`config.mk`:
```
export PLATFORM = sky130hd
export DESIGN_NAME = int_to_fpu_encoder
export DESIGN_NICKNAME = d
export VERILOG_FILES = /design/src/rtl/fpu_pkg.sv /design/src/rtl/fpu_rne_rounder.sv /design/src/rtl/int_to_fpu_encoder.sv
export SDC_FILE = /design/constraint.sdc
export NUM_CORES = 1
export LEC_CHECK = 0
export ABC_AREA = 1
export BUFFER_PORTS_ARGS = -buffer_cell sky130_fd_sc_hd__buf_2
export CORE_ASPECT_RATIO = 0.8
export CORE_UTILIZATION = 40
export CTS_CLUSTER_SIZE = 16
export DETAILED_ROUTE_END_ITERATION = 6
export REMOVE_ABC_BUFFERS = 1
export SYNTH_ARGS = -nofsm -noshare
export SYNTH_HDL_FRONTEND = slang
export SYNTH_SLANG_ARGS = --single-unit
```
`constraint.sdc`:
```
create_clock -name clock_100KHz -period 3 [get_ports clock_100KHz]
set_input_delay 0.45 -clock clock_100KHz [delete_from_list [all_inputs] [get_ports clock_100KHz]]
set_output_delay 0.45 -clock clock_100KHz [all_outputs]
set_load 0.01 [all_outputs]
```
`src/rtl/fpu_pkg.sv`:
```
// Shared FPU definitions: operand word layout, exponent/mantissa widths and
// the one-hot status encoding used by the encoder and the adder.
package fpu_pkg;

  localparam int EXP_W        = 10;
  localparam int MAN_W        = 21;
  localparam int BIAS_DEFAULT = 511;

  localparam int SIGN_POS = 31;
  localparam int EXP_MSB  = 30;
  localparam int EXP_LSB  = 21;
  localparam int MAN_MSB  = 20;
  localparam int MAN_LSB  = 0;

  typedef enum logic [3:0] {
    ST_IDLE      = 4'b0000,
    ST_EXACT     = 4'b0001,
    ST_OVERFLOW  = 4'b0010,
    ST_UNDERFLOW = 4'b0100,
    ST_INEXACT   = 4'b1000
  } fpu_status_e;

  function automatic logic [31:0] pack_word(input logic sign,
                                            input logic [EXP_W-1:0] exp,
                                            input logic [MAN_W-1:0] man);
    return {sign, exp, man};
  endfunction

endpackage

```
`src/rtl/fpu_rne_rounder.sv`:
```
// Round-to-nearest-even on a hidden-one mantissa; a carry out of the
// mantissa bumps the exponent and leaves the fraction at zero.
module fpu_rne_rounder
  import fpu_pkg::*;
(
  input  logic [MAN_W-1:0] man,
  input  logic             guard,
  input  logic             sticky,
  input  logic [EXP_W-1:0] exp,
  output logic [MAN_W-1:0] man_rounded,
  output logic [EXP_W-1:0] exp_rounded,
  output logic             inexact
);

  logic           round_up;
  logic [MAN_W:0] sum;

  assign round_up = guard & (sticky | man[0]);
  assign inexact  = guard | sticky;

  // Increment the mantissa and resolve the carry into the exponent
  always_comb begin
    sum         = {1'b0, man} + {{MAN_W{1'b0}}, round_up};
    man_rounded = sum[MAN_W-1:0];
    exp_rounded = exp;
    if (sum[MAN_W]) begin
      man_rounded = {MAN_W{1'b0}};
      exp_rounded = exp + {{(EXP_W-1){1'b0}}, 1'b1};
    end else begin
      man_rounded = sum[MAN_W-1:0];
      exp_rounded = exp;
    end
  end

endmodule

```
`src/rtl/int_to_fpu_encoder.sv`:
```
// Signed fixed-point to FPU operand word converter with an iterative
// one-bit-per-cycle normaliser and valid/ready handshakes on both sides.
module int_to_fpu_encoder
  import fpu_pkg::*;
#(
  parameter int FRAC_BITS = 0,
  parameter int BIAS      = BIAS_DEFAULT
) (
  input  logic        clock_100KHz,
  input  logic        reset,
  input  logic        in_valid,
  output logic        in_ready,
  input  logic [31:0] int_in,
  output logic        out_valid,
  input  logic        out_ready,
  output logic [31:0] data_out,
  output logic [3:0]  status_out
);

  localparam logic [2:0] S_IDLE  = 3'd0;
  localparam logic [2:0] S_MAG   = 3'd1;
  localparam logic [2:0] S_NORM  = 3'd2;
  localparam logic [2:0] S_ROUND = 3'd3;
  localparam logic [2:0] S_DONE  = 3'd4;

  // Exponent when the leading one already sits at bit 31
  localparam logic [EXP_W-1:0] EXP_TOP = EXP_W'(BIAS + 31 - FRAC_BITS);

  logic [2:0]       state;
  logic [31:0]      in_latch;
  logic             sign;
  logic [31:0]      mag;
  logic [4:0]       shift;
  logic [EXP_W-1:0] exp_pre;
  logic [MAN_W-1:0] man_rnd;
  logic [EXP_W-1:0] exp_rnd;
  logic             inexact;

  assign exp_pre = EXP_TOP - {{(EXP_W-5){1'b0}}, shift};

  fpu_rne_rounder u_rounder (
    .man         (mag[30:10]),
    .guard       (mag[9]),
    .sticky      (|mag[8:0]),
    .exp         (exp_pre),
    .man_rounded (man_rnd),
    .exp_rounded (exp_rnd),
    .inexact     (inexact)
  );

  // Conversion FSM with registered handshake and result outputs
  always_ff @(posedge clock_100KHz or posedge reset) begin
    if (reset) begin
      state      <= S_IDLE;
      in_latch   <= 32'd0;
      sign       <= 1'b0;
      mag        <= 32'd0;
      shift      <= 5'd0;
      data_out   <= 32'd0;
      status_out <= ST_IDLE;
      out_valid  <= 1'b0;
      in_ready   <= 1'b1;
    end else begin
      case (state)
        S_IDLE: begin
          if (in_valid) begin
            in_latch <= int_in;
            in_ready <= 1'b0;
            state    <= S_MAG;
          end else begin
            in_ready <= 1'b1;
          end
        end
        S_MAG: begin
          sign  <= in_latch[31];
          mag   <= in_latch[31] ? (~in_latch + 32'd1) : in_latch;
          shift <= 5'd0;
          if (in_latch == 32'd0) begin
            data_out   <= 32'd0;
            status_out <= ST_EXACT;
            out_valid  <= 1'b1;
            state      <= S_DONE;
          end else begin
            state <= S_NORM;
          end
        end
        S_NORM: begin
          if (!mag[31]) begin
            mag   <= {mag[30:0], 1'b0};
            shift <= shift + 5'd1;
          end else begin
            state <= S_ROUND;
          end
        end
        S_ROUND: begin
          data_out   <= pack_word(sign, exp_rnd, man_rnd);
          status_out <= inexact ? ST_INEXACT : ST_EXACT;
          out_valid  <= 1'b1;
          state      <= S_DONE;
        end
        S_DONE: begin
          if (out_ready) begin
            out_valid <= 1'b0;
            in_ready  <= 1'b1;
            state     <= S_IDLE;
          end else begin
            out_valid <= 1'b1;
          end
        end
        default: begin
          out_valid <= 1'b0;
          in_ready  <= 1'b1;
          state     <= S_IDLE;
        end
      endcase
    end
  end

endmodule

```
==> impl_results.md <==
- Lkg Pwr: 0.00356 uW
- Fmax: roughly 430 MHz
- Setup Viol. Count Final: 0
- Worst-Skew Late Latency: 0.36 ns
- CTS tree: done
- DRC viols: 0
- Proportion of layout cells with a drive suffix above 1: 13.1%
- Commonest cells post-synth: 207 x nand2_1, 139 x nor2_1, 108 x dfrtp_1
- Number of nets in the layout: 971
- Die Span Y: 114 microns
- Wire length of the first global-routing pass: about 27000 microns
- Routed via count: between 5000 and 6000
- Gpl congestion: between 0.9 and 1
- Synth unique cells: 38
- Worst hold path class: in -> async
- Seq/Total Area, Yosys: between 40% and 50%
- Crit path arrival time: between 2 and 3 ns
- Slew margin rel.: 53.0%
- Final Cycle Share: 77.4%
- Post-route minimum period: 2.32 ns
- Wire length on met2: roughly 6400 microns
- Core area: 15100 sq um
- Startpoint Class: register
- Starting Density: about two fifths
- WL final: 16300 microns
- Finished Cell Area: around 7000 sq um
- Synth Register Bits: about 110
- Hold Vio Cnt, Final: 0
- CTS resizes: 0
- Largest net degree at the start of global routing: 57
- Pwr Total: 7620 uW
- P&R area growth vs syn: 13.2%
- First drt pass iteration count: 5
- DP HPWL: between 10000 and 15000 microns
- WL met1: 8900 microns
- Yosys warns: 0
- Metal3 WL: slightly above 800 microns
- Avg Cell Area, Syn: 7.17 sq um
- Clock transition at the registers of the reported paths: approximately 0.08 ns
- Clock root buffer: clkbuf_16
- Vias in the first global route: between 5000 and 6000
- Row cnt: 40
- Status: finished clean
- Yosys top cell by area: dfrtp_1
- Setup Skew: approximately 0.0099 ns
- Slowest CP cell: dfrtp_1
- Setup TNS: 0 ns
- RSZ-0062 raised after global routing: false
- Clk sinks: 109
- CP endpoint kind: register
- Post-Syn Area: 6250 sq um
- I/O pin cnt: 74
- Post-CTS setup buffer count: 0
- Actual transition at the worst max-transition pin: slightly above 0.7 ns
- Post-CTS Hold Buffers: 0
- Footprint of the multi-input gates: 2960 sq um
- Pwr/cell area: 1080 nW/um^2
- Die W: 142 microns
- Most common cell in the synthesized netlist: nand2_1
- CP Cell Sequence: inv_2, nand2_2, nor2_8, inv_2, nor2_8, inv_2, nand2_2, buf_12, inv_2, o31ai_1
- Max Transition Viols Final: 0
- Routed length per instance: roughly 14 microns
- Storage cell area: 2730 sq um
- Placed Area: 6780 sq um
- Critical Path RT: 3.27 ns
- Post-synth EDFFs: 0
- Maximum buffer depth of the clock tree: 2
- Critical path type: reg -> reg
- Most frequent CP cell: inv_2
- Drt via density: between 4 and 5
- Peak supply drop: 0.000516 V
- Final setup margin: approximately 0.68 ns
- Main flop type after synthesis: dfrtp_1
- DIE AREA: 16100 sq um
- Max incr delay on CP: 0.42 ns
- IO Port Bufs: 71
- Max-cap check violation count: 0
- Aggregate global-route resource usage: between 20% and 30%
- Post-Synthesis Cells: a little under 900
- Initial antenna violation count: 0
- Async SR Flop Fraction: 100%
- Area share of the largest cell type after synthesis: 43.3%
- Top layer in use: met4
- Remaining Overflow, GRT: 0
- Filler Cell Count: approximately 1600
- Top post-synthesis cells by area: dfrtp_1 43%, nand2_1 12%, nor2_1 8.4%
- Post-DRT Antenna Nets: 0
- # diodes: 0
- TritonCTS Buffers: 9
- H-tree levels: 3
- Crit path max fanout: 56
- Initial DRC Count: 530
- Setup WS pre-CTS: between 0.6 and 0.7 ns
sequential cells by signal (all words and copies together), names as in the netlist, 2 cells and up:
register    cells
data_out       32
in_latch       32
mag            32
shift           5
state           3
status_out      2
power by group:
part,total [uW],switching [uW],internal (uW),leakage [uW]
Combinational,3640,2410,1230,0.00215
Sequential,2790,625,2160,0.00128
Clock,1190,585,601,0.000135
Total,7620,3620,3990,0.00356
cells in the final DEF, fill, tap and decap left out, drive strengths merged:
master | synthesis | final
a21oi | 48 | 48
a22oi | 3 | 3
a31oi | 14 | 14
buf | 17 | 78
clkbuf | 13 | 10
clkinvlp | 0 | 3
conb | 1 | 2
dfrtp | 108 | 108
dfstp | 1 | 1
ha | 4 | 4
inv | 103 | 106
nand2 | 214 | 214
nand3 | 91 | 91
nand3b | 1 | 1
nand4 | 9 | 9
nor2 | 147 | 147
nor3 | 5 | 5
o211ai | 6 | 6
o21ai | 64 | 64
o21bai | 1 | 1
o221ai | 3 | 3
o22ai | 1 | 1
o311ai | 2 | 2
o31ai | 3 | 3
or2 | 2 | 2
xnor2 | 3 | 3
xor2 | 7 | 7
per-stage QoR:
step                utilization, %  hold WS (ns)  cells
floorplan                        -         0.449    842
global placement              44.9         0.450   1130
detailed placement            44.9         0.453   1130
CTS                           46.8         0.237   1146
global route                  46.8         0.275   1146
finish                        46.8         0.211   1146
cells by family after synthesis:
| group | Yosys count | share of synthesized area, % |
|---|---|---|
| fa+ha+maj | 4 | 0.801 |
| simple gates | 469 | 32.2 |
| buf+inv | 133 | 9.03 |
| compound gates | 145 | 12.8 |
| flops | 109 | 43.7 |
| other cells | 1 | 0.0600 |
| xor+xnor | 10 | 1.40 |
routing by layer:
layer | vias to the layer above | track usage [%]
li1 | 2953 | -
met1 | 2555 | 34.5
met2 | 158 | 30.0
met3 | 10 | 4.24
met4 | 0 | 5.38
met5 | - | 0
worst max-delay path: cells and delay by family, from the launching register on:
kind                   cells  cell delay, ns
AOI/OAI and AO/OA          1            0.20
buffers and inverters      5            0.89
DFF                        1            0.42
and+or+nand+nor            4            0.70
layout make-up:
class	count	area share, %
Timing Repair Buffer	78	6.12
Clock inverter	6	0.761
Tap cell	210	3.72
Clock buffer	10	3.38
Sequential cell	109	38.6
Inverter	103	5.54
Multi-Input combinational cell	630	41.9
final timing paths:
check	start	to	slack, ns	depth (start not counted)
min reg2reg	data_out[17]	data_out[17]	0.47	2
max	state[2]	shift[1]	0.68	10
max reg2reg	state[2]	shift[1]	0.68	10
min in group clock_100KHz	in_valid	in_ready	0.28	2
min	reset	mag[11]	0.21	2
max in group asynchronous	reset	data_out[14]	2.09	3
Power figures use the tool's default switching activity.
